$ cat src/rtl/squeeze_unit_if.sv
// squeeze_unit_if: bundles the request, block-input and word-output
// handshakes of the squeeze unit. The master side is the surrounding
// datapath (controller, permutation core, digest sink); the slave side is
// the squeeze unit itself.
interface squeeze_unit_if #(
  parameter int RATE_BITS = 1088,
  parameter int LEN_W     = 16
);
  // request
  logic                 start;
  logic [LEN_W-1:0]     out_len;
  logic                 busy;
  logic                 done;
  // block input from the permutation core
  logic                 blk_valid;
  logic [RATE_BITS-1:0] blk_data;
  logic                 blk_ready;
  logic                 perm_req;
  // word output towards the digest port
  logic                 out_valid;
  logic [63:0]          out_data;
  logic                 out_ready;
  logic                 out_last;

  modport master (
    output start, out_len, blk_valid, blk_data, out_ready,
    input  busy, done, blk_ready, perm_req, out_valid, out_data, out_last
  );

  modport slave (
    input  start, out_len, blk_valid, blk_data, out_ready,
    output busy, done, blk_ready, perm_req, out_valid, out_data, out_last
  );
endinterface

$ cat src/rtl/squeeze_unit.sv
// squeeze_unit: takes one RATE_BITS block of Keccak state and emits it as
// 64-bit words (word 0 first) under valid/ready, asking for a fresh
// permutation whenever a block runs out before the requested length.
//
// Build option: define SQUEEZE_ZEROIZE_EN to wipe the block buffer when a
// request completes and to force out_data to zero while out_valid is low.
// The block buffer is cleared on reset in both builds so that every output
// reads zero straight out of reset.
module squeeze_unit #(
  parameter int RATE_BITS = 1088,
  parameter int LEN_W     = 16
) (
  input  logic           clk,
  input  logic           reset,
  squeeze_unit_if.slave  bus
);

  localparam int WORDS = RATE_BITS / 64;
  localparam int IDX_W = (WORDS > 1) ? $clog2(WORDS) : 1;
  localparam logic [IDX_W-1:0] LAST_IDX = IDX_W'(WORDS - 1);

  typedef enum logic [1:0] {
    IDLE     = 2'd0,
    WAIT_BLK = 2'd1,
    EMIT     = 2'd2
  } state_t;

  state_t             state_q, state_d;
  logic [63:0]        blk_buf_q [WORDS];
  logic [63:0]        blk_buf_d [WORDS];
  logic [IDX_W-1:0]   word_idx_q, word_idx_d;
  logic [LEN_W-1:0]   remaining_q, remaining_d;

  // Registered outputs; each is computed from the next state so it lines up
  // with state_q after the edge.
  logic out_valid_q, out_valid_d;
  logic out_last_q, out_last_d;
  logic blk_ready_q, blk_ready_d;
  logic busy_q, busy_d;
  logic perm_req_q, perm_req_d;
  logic done_q, done_d;

  // Incoming block viewed as an array of 64-bit words, word k at [k*64 +: 64].
  logic [63:0] blk_words_in [WORDS];

  genvar gi;
  generate
    for (gi = 0; gi < WORDS; gi++) begin : g_split
      assign blk_words_in[gi] = bus.blk_data[gi*64 +: 64];
    end
  endgenerate

  // Next-state logic: request capture, block load, word advance and the
  // done / perm_req decision on the transfer of a block's last word.
  always_comb begin
    state_d     = state_q;
    blk_buf_d   = blk_buf_q;
    word_idx_d  = word_idx_q;
    remaining_d = remaining_q;
    out_last_d  = out_last_q;
    perm_req_d  = 1'b0;
    done_d      = 1'b0;

    case (state_q)
      IDLE: begin
        if (bus.start) begin
          if (bus.out_len != '0) begin
            remaining_d = bus.out_len;
            state_d     = WAIT_BLK;
          end else begin
            // zero-length request completes immediately
            done_d = 1'b1;
          end
        end
      end

      WAIT_BLK: begin
        if (bus.blk_valid) begin
          blk_buf_d  = blk_words_in;
          word_idx_d = '0;
          out_last_d = (remaining_q == LEN_W'(1));
          state_d    = EMIT;
        end
      end

      EMIT: begin
        if (bus.out_ready) begin
          remaining_d = remaining_q - LEN_W'(1);
          // wrap so word_idx always addresses a real word of the buffer
          word_idx_d  = (word_idx_q == LAST_IDX) ? '0 : word_idx_q + IDX_W'(1);
          out_last_d  = (remaining_q == LEN_W'(2));
          if (remaining_q == LEN_W'(1)) begin
            // final word wins over end-of-block: done only, no perm_req
            done_d     = 1'b1;
            out_last_d = 1'b0;
            state_d    = IDLE;
`ifdef SQUEEZE_ZEROIZE_EN
            for (int i = 0; i < WORDS; i++) begin
              blk_buf_d[i] = '0;
            end
`endif
          end else if (word_idx_q == LAST_IDX) begin
            perm_req_d = 1'b1;
            out_last_d = 1'b0;
            state_d    = WAIT_BLK;
          end
        end
      end

      default: begin
        state_d = IDLE;
      end
    endcase

    out_valid_d = (state_d == EMIT);
    blk_ready_d = (state_d == WAIT_BLK);
    busy_d      = (state_d != IDLE);
  end

  // State and output registers with synchronous reset; reset abandons any
  // partially emitted block without pulsing done or perm_req.
  always_ff @(posedge clk) begin
    if (reset) begin
      state_q     <= IDLE;
      word_idx_q  <= '0;
      remaining_q <= '0;
      out_valid_q <= 1'b0;
      out_last_q  <= 1'b0;
      blk_ready_q <= 1'b0;
      busy_q      <= 1'b0;
      perm_req_q  <= 1'b0;
      done_q      <= 1'b0;
      for (int i = 0; i < WORDS; i++) begin
        blk_buf_q[i] <= '0;
      end
    end else begin
      state_q     <= state_d;
      word_idx_q  <= word_idx_d;
      remaining_q <= remaining_d;
      out_valid_q <= out_valid_d;
      out_last_q  <= out_last_d;
      blk_ready_q <= blk_ready_d;
      busy_q      <= busy_d;
      perm_req_q  <= perm_req_d;
      done_q      <= done_d;
      for (int i = 0; i < WORDS; i++) begin
        blk_buf_q[i] <= blk_buf_d[i];
      end
    end
  end

  assign bus.out_valid = out_valid_q;
  assign bus.out_last  = out_last_q;
  assign bus.blk_ready = blk_ready_q;
  assign bus.busy      = busy_q;
  assign bus.perm_req  = perm_req_q;
  assign bus.done      = done_q;

`ifdef SQUEEZE_ZEROIZE_EN
  assign bus.out_data = out_valid_q ? blk_buf_q[word_idx_q] : 64'd0;
`else
  assign bus.out_data = blk_buf_q[word_idx_q];
`endif

endmodule

$ cat src/flat_wrapper.sv
// flat-port wrapper written by rule: the top's interface ports become plain ports
module squeeze_unit_flat 
#(
  parameter int RATE_BITS = 1088,
  parameter int LEN_W     = 16
)
  (clk, reset, bus_start, bus_out_len, bus_blk_valid, bus_blk_data, bus_out_ready, bus_busy, bus_done, bus_blk_ready, bus_perm_req, bus_out_valid, bus_out_data, bus_out_last);
  squeeze_unit_if #(.RATE_BITS(RATE_BITS), .LEN_W(LEN_W)) bus_i ();
  input  logic clk;
  input  logic reset;
  input wire logic [$bits(bus_i.start)-1:0] bus_start;
  input wire logic [$bits(bus_i.out_len)-1:0] bus_out_len;
  input wire logic [$bits(bus_i.blk_valid)-1:0] bus_blk_valid;
  input wire logic [$bits(bus_i.blk_data)-1:0] bus_blk_data;
  input wire logic [$bits(bus_i.out_ready)-1:0] bus_out_ready;
  output wire logic [$bits(bus_i.busy)-1:0] bus_busy;
  output wire logic [$bits(bus_i.done)-1:0] bus_done;
  output wire logic [$bits(bus_i.blk_ready)-1:0] bus_blk_ready;
  output wire logic [$bits(bus_i.perm_req)-1:0] bus_perm_req;
  output wire logic [$bits(bus_i.out_valid)-1:0] bus_out_valid;
  output wire logic [$bits(bus_i.out_data)-1:0] bus_out_data;
  output wire logic [$bits(bus_i.out_last)-1:0] bus_out_last;
  assign bus_i.start = bus_start;
  assign bus_i.out_len = bus_out_len;
  assign bus_i.blk_valid = bus_blk_valid;
  assign bus_i.blk_data = bus_blk_data;
  assign bus_i.out_ready = bus_out_ready;
  assign bus_busy = bus_i.busy;
  assign bus_done = bus_i.done;
  assign bus_blk_ready = bus_i.blk_ready;
  assign bus_perm_req = bus_i.perm_req;
  assign bus_out_valid = bus_i.out_valid;
  assign bus_out_data = bus_i.out_data;
  assign bus_out_last = bus_i.out_last;
  squeeze_unit #(.RATE_BITS(RATE_BITS), .LEN_W(LEN_W)) u_core (.clk(clk), .reset(reset), .bus(bus_i));
endmodule
$ cat config.mk
export PLATFORM = sky130hd
export DESIGN_NAME = squeeze_unit_flat
export DESIGN_NICKNAME = d
export VERILOG_FILES = /design/src/rtl/squeeze_unit_if.sv /design/src/rtl/squeeze_unit.sv /design/src/flat_wrapper.sv
export SDC_FILE = /design/constraint.sdc
export NUM_CORES = 2
export LEC_CHECK = 0
export ABC_CLOCK_PERIOD_IN_PS = 4400
export BUFFER_PORTS_ARGS = -buffer_cell sky130_fd_sc_hd__buf_4
export CAP_MARGIN = 20
export CORE_AREA = 3 3 460 462
export CTS_CLUSTER_SIZE = 14
export DETAILED_ROUTE_END_ITERATION = 10
export DIE_AREA = 0 0 463 465
export PLACE_DENSITY = 0.44
export SYNTH_ARGS = -nofsm -noshare
export SYNTH_HDL_FRONTEND = slang
export SYNTH_SLANG_ARGS = --single-unit
$ cat constraint.sdc
create_clock -name clk -period 4.4 [get_ports clk]
set_input_delay 0.44 -clock clk [delete_from_list [all_inputs] [get_ports clk]]
set_output_delay 0.44 -clock clk [all_outputs]
set_load 0.05 [all_outputs]
==> Yosys cells after proc, flatten, opt, wreduce, memory -nomap -nowiden <==
Cells that the tools add are included.
W data, S select, Z words.
{ "totals": {"out_inout_bits": 70, "elab_cells": 81, "input_bits": 1109, "register_bits": 1117} }
{ "classes": {"n_reduce_logical": 9, "n_lt_le_gt_ge": 1, "n_eq_ne": 11, "muxes": 29, "bitwise_logic": 3, "add_sub_neg": 2} }
{ "op_table": {"columns": ["op", "count"], "rows": [
  ["$bmux W64 S5", 1],
  ["$mux W64", 2],
  ["$mux W16", 3],
  ["$pmux W16 S2", 1],
  ["$eq A16 B1 Y1 const B", 1],
  ["$eq A16 B2 Y1 const B", 1],
  ["$reduce_bool A16 Y1", 1],
  ["$sub A16 B1 Y16 const B", 1],
  ["$mux W5", 3],
  ["$mux W2", 6],
  ["$pmux W5 S2", 1],
  ["$mux W1", 9],
  ["$ge A6 B6 Y1 const B", 1],
  ["$ne A2 B2 Y1 const B", 3],
  ["$not A5 Y6", 1],
  ["$pmux W2 S3", 1],
  ["$reduce_bool A2 Y1", 3],
  ["$add A5 B1 Y5 const B", 1],
  ["$eq A5 B5 Y1 const B", 1],
  ["$eq A2 B1 Y1 const B", 2],
  ["$eq A2 B2 Y1 const B", 2],
  ["$pmux W1 S2", 2],
  ["$reduce_and A4 Y1", 1],
  ["$reduce_or A4 Y1", 1],
  ["5 further kinds", 6]
]} }

==> Longest topological paths before layout <==
{ "logic_depth": {"ltp_word": 6, "ltp_mapped": 10, "depth_no_buf": 7} }

==> Worst setup path before layout <==
Ideal clock, no wire load.
{ "synth_path": {"path_kind": "reg2out", "from": "register u_core.word_idx_q[1]", "to": "output port bus_out_data[12]", "required_time_ns": 3.960, "path_buffers": 3, "stages_incl_launch_ff": 7, "arrival_ns": 2.622, "path_slack_ns": 1.338, "path_cell_list": "dfxtp_1 > clkbuf_1 > clkbuf_1 > clkbuf_1 > mux4_2 > mux2i_1 > o21ai_0"} }
{ "synth_via": {"elab_chain_len": 4} }
{ "synth_rtl": {"columns": ["item", "line_no", "source"], "rows": [
  ["from (decl)", "squeeze_unit.sv:31", "logic [IDX_W-1:0] word_idx_q, word_idx_d;"],
  ["from (signal assigned)", "squeeze_unit.sv:138", "word_idx_q <= word_idx_d;"],
  ["$not A5 Y6 (not written as such)", "squeeze_unit.sv:162", "assign bus.out_data = blk_buf_q[word_idx_q];"],
  ["$bmux W64 S5", "squeeze_unit.sv:162", null],
  ["$mux W64 (not written as such) (2 in series)", "squeeze_unit.sv:162", null],
  ["to (decl)", "flat_wrapper.sv:21", "output wire logic [$bits(bus_i.out_data)-1:0] bus_out_data;"]
]} }
Every way passes these cells. The select of a mux whose other input is x is not followed.

==> Final worst setup path <==
{ "layout_path": {"from": "register u_core.word_idx_q[0]", "to": "output port bus_out_data[60]"} }
Same word-level chain as after synthesis.

==> metrics <==
worst IR drop on VDD ~0.4 mV; CTS tree done; total CTS buffers between 100 and 150; first-pass GRT wire length 395000 um; Period minus WS final 4.22 ns; HPWL Detailed ~230000 um; crit-path cells buf_4, buf_4, mux4_2, mux2i_1, nor2_1, a21oi_1, o21ai_0, buf_4; EDFF count, synth 0; Slew Viols, Final 0; count leader, synth nand2_1; Async SR Flop Fraction 0; worst reg2reg path depth 7; # IOs 1179; drt drc 0; initial antenna violation count 93; post-synth top area share 0.478; routed vias 50700; Slew HR 0.327; Cells after Synth around 5600; RSZ-0062 raised after global routing false; First-pass DRT Iterations 6; Die H ~470 um; number of synthesis warnings 0; crit path launch u_core.word_idx_q[0]; Core Area about 0.21 mm^2; GP Congestion around 0.96; Worst-path clk slew about 0.06 ns; wire length per cell ~28 um; CP max stage cell mux4_2; Mapped Nets about 6700; r2r setup slk roughly 1.7 ns; Critical Path End Type output pin; worst-skew pair later-pin latency 0.81 ns; Worst Clk Skew ~0.027 ns; Syn Area/Cell around 8.3 um^2; drt initial violations 5027; gr ovfl total 0; GRT Util Overall 0.261; fin nets roughly 8800; crit path buf inv count 3; Period Utilization, post-route 0.959; Synth area leaders dfxtp_1 (48%), nand2_1 (18%), a21oi_1 (13%), mux4_2 (12%), clkbuf_1 (3.1%); Setup CP Type reg2out; Total Power about 27000 uW; Clock Tree Buf Depth 3; Crit path top cell by count buf_4; Via density approximately 4.8; vias in the first global route a little over 50000; area grow syn2layout 58.0%; Synth Flop Type dfxtp_1; FF-to-FF Start u_core.state_q[0]; total of max-cap violations 0; Root Buffer clkbuf_16; FF-to-FF End u_core.blk_buf_q[373]; clock sink count approximately 1100; Yosys reg bits roughly 1100; Initial Util 0.226; largest net degree at the start of global routing ~180; Worst EP arrival 3.78 ns; synthesized cell area ~0.047 mm^2; CP peak stage delay around 0.62 ns; Std-Cell Rows between 150 and 200; sequential area share after synthesis 0.478; final hold vios 0; Worst EP required approximately 4.0 ns; post-layout util 0.357; die area between 0.2 and 0.25 mm^2; Leak around 0.027 uW; Hold Crit Class in2reg; distinct cell type count after synthesis 50; Levels on crit path 8; Top delay family on crit path multiplexers; WL final around 300000 um; ANT nets after route 0; Commonest cells post-synth nand2_1 (2202), a21oi_1 (1182), dfxtp_1 (1117); IO Port Bufs about 1200; ratio of cells with drive above 1 in the final layout 0.233; chip width about 460 um; power per standard cell area ~360 mW/mm^2; outcome finished, final reports clean; f_max between 0.2 and 0.25 GHz; Max FO, Critical Path 11; final setup fails 0; Worst setup endpoint bus_out_data[60]; worst-margin pin slew around 1.0 ns; Clock H-tree levels 4; cell taking the most area after synthesis dfxtp_1; crit start category flop; Post-Route Setup TNS 0 ns
-- sequential cells by signal, summed over array words and instances, names as in the netlist --
name,flops
u_core.bus.out_last,1
u_core.remaining_q,16
u_core.blk_buf_q,1088
u_core.bus.done,1
u_core.word_idx_q,5
u_core.bus.out_valid,1
u_core.bus.perm_req,1
u_core.state_q,2
u_core.bus.blk_ready,1
u_core.bus.busy,1
-- worst min path at each step --
stage | cells after the start | start | end | slack, ns
floorplan | 2 | u_core.blk_buf_q[128] | u_core.blk_buf_q[128] | 0.43
global route | 3 | bus_blk_data[822] | u_core.blk_buf_q[310] | 0.03
detailed placement | 2 | u_core.blk_buf_q[904] | u_core.blk_buf_q[904] | 0.44
finish | 3 | bus_blk_data[932] | u_core.blk_buf_q[164] | 0.06
global placement | 2 | u_core.blk_buf_q[128] | u_core.blk_buf_q[128] | 0.44
CTS | 3 | bus_blk_data[772] | u_core.blk_buf_q[260] | 0.001
-- timing repair --
item	4_1_cts	5_1_grt
endpoints found under the hold margin	1040	0
hold buffers	1039	0
resized for setup	4	1
setup buffers	5	0
setup endpoints to repair	10	1
-- power breakdown --
group / leakage [uW] / internal, uW / switching (uW)
combinational: 0.0158 / 1960 / 2120
clock: 0.00222 / 6770 / 4880
sequential: 0.00907 / 10500 / 312
-- metal layers --
metal | routed length (um) | track usage | up-vias
li1 | - | - | 23000
met1 | 129000 | 0.355 | 24800
met2 | 123000 | 0.383 | 2314
met3 | 23200 | 0.0657 | 534
met4 | 15600 | 0.125 | 34
met5 | 212 | 0 | -
-- through the flow --
step / cell area (um^2) / hold slack, ns / worst slack (ns) / std cells
6_report: 74000 / 0.0647 / 0.179 / 10600
5_1_grt: 74000 / 0.0280 / 0.0572 / 10500
4_1_cts: 73900 / 0.00148 / 0.0672 / 10500
3_5_place_dp: 58900 / 0.443 / 0.529 / 9246
3_3_place_gp: 58900 / 0.438 / 0.520 / 9246
2_1_floorplan: 46800 / 0.433 / 1.34 / 5614
-- placed cells by master (no fill, tap or decap), drive strengths merged, types with 3 or more instances in the layout --
master	Yosys	layout
a21o	5	5
a21oi	1182	1182
a221oi	3	3
buf	86	1318
bufinv	0	9
clkbuf	383	186
clkinv	0	29
clkinvlp	0	5
dfxtp	1117	1117
diode	0	43
dlygate4sd3	0	1039
ha	5	5
inv	7	11
mux2i	128	128
mux4	256	256
nand2	2202	2202
nand2b	4	4
nand3	4	4
nand3b	3	3
nor2	88	88
nor3	10	10
nor4	6	6
o21ai	85	85
or2	4	4
or4	5	5
-- worst reg2reg max path, cell delays in order, from the launching register on --
cell and delay (ns):
dfxtp_1 0.46, nand2b_1 0.16, nor2_4 0.78, buf_12 0.28, buf_12 0.21, buf_12 0.34, nand2_1 0.26, a21oi_1 0.17
-- logic make-up (layout without fill, tap and decap cells) --
kind of cell,count (synthesis),in the layout,share of synthesized area
multiplexers,385,385,0.151
adder cells (fa/ha/maj),5,5,0.00134
AO/OA/AOI/OAI,1288,1288,0.139
XOR/XNOR,3,3,0.000561
other,0,43,0
flip-flops,1117,1117,0.478
buffers and inverters,476,2597,0.0399
AND/OR/NAND/NOR,2340,2340,0.191
-- layout make-up --
cell class	instances	area, um^2
Clock buffer	186	3910
Antenna cell	43	108
Fill cell	21400	133000
Tap cell	2788	3490
Multi-Input combinational cell	4021	22600
Clock inverter	47	624
Timing Repair Buffer	2357	20800
Sequential cell	1117	22400
Inverter	7	26.3
No activity file was read; power rests on OpenSTA's default activity.
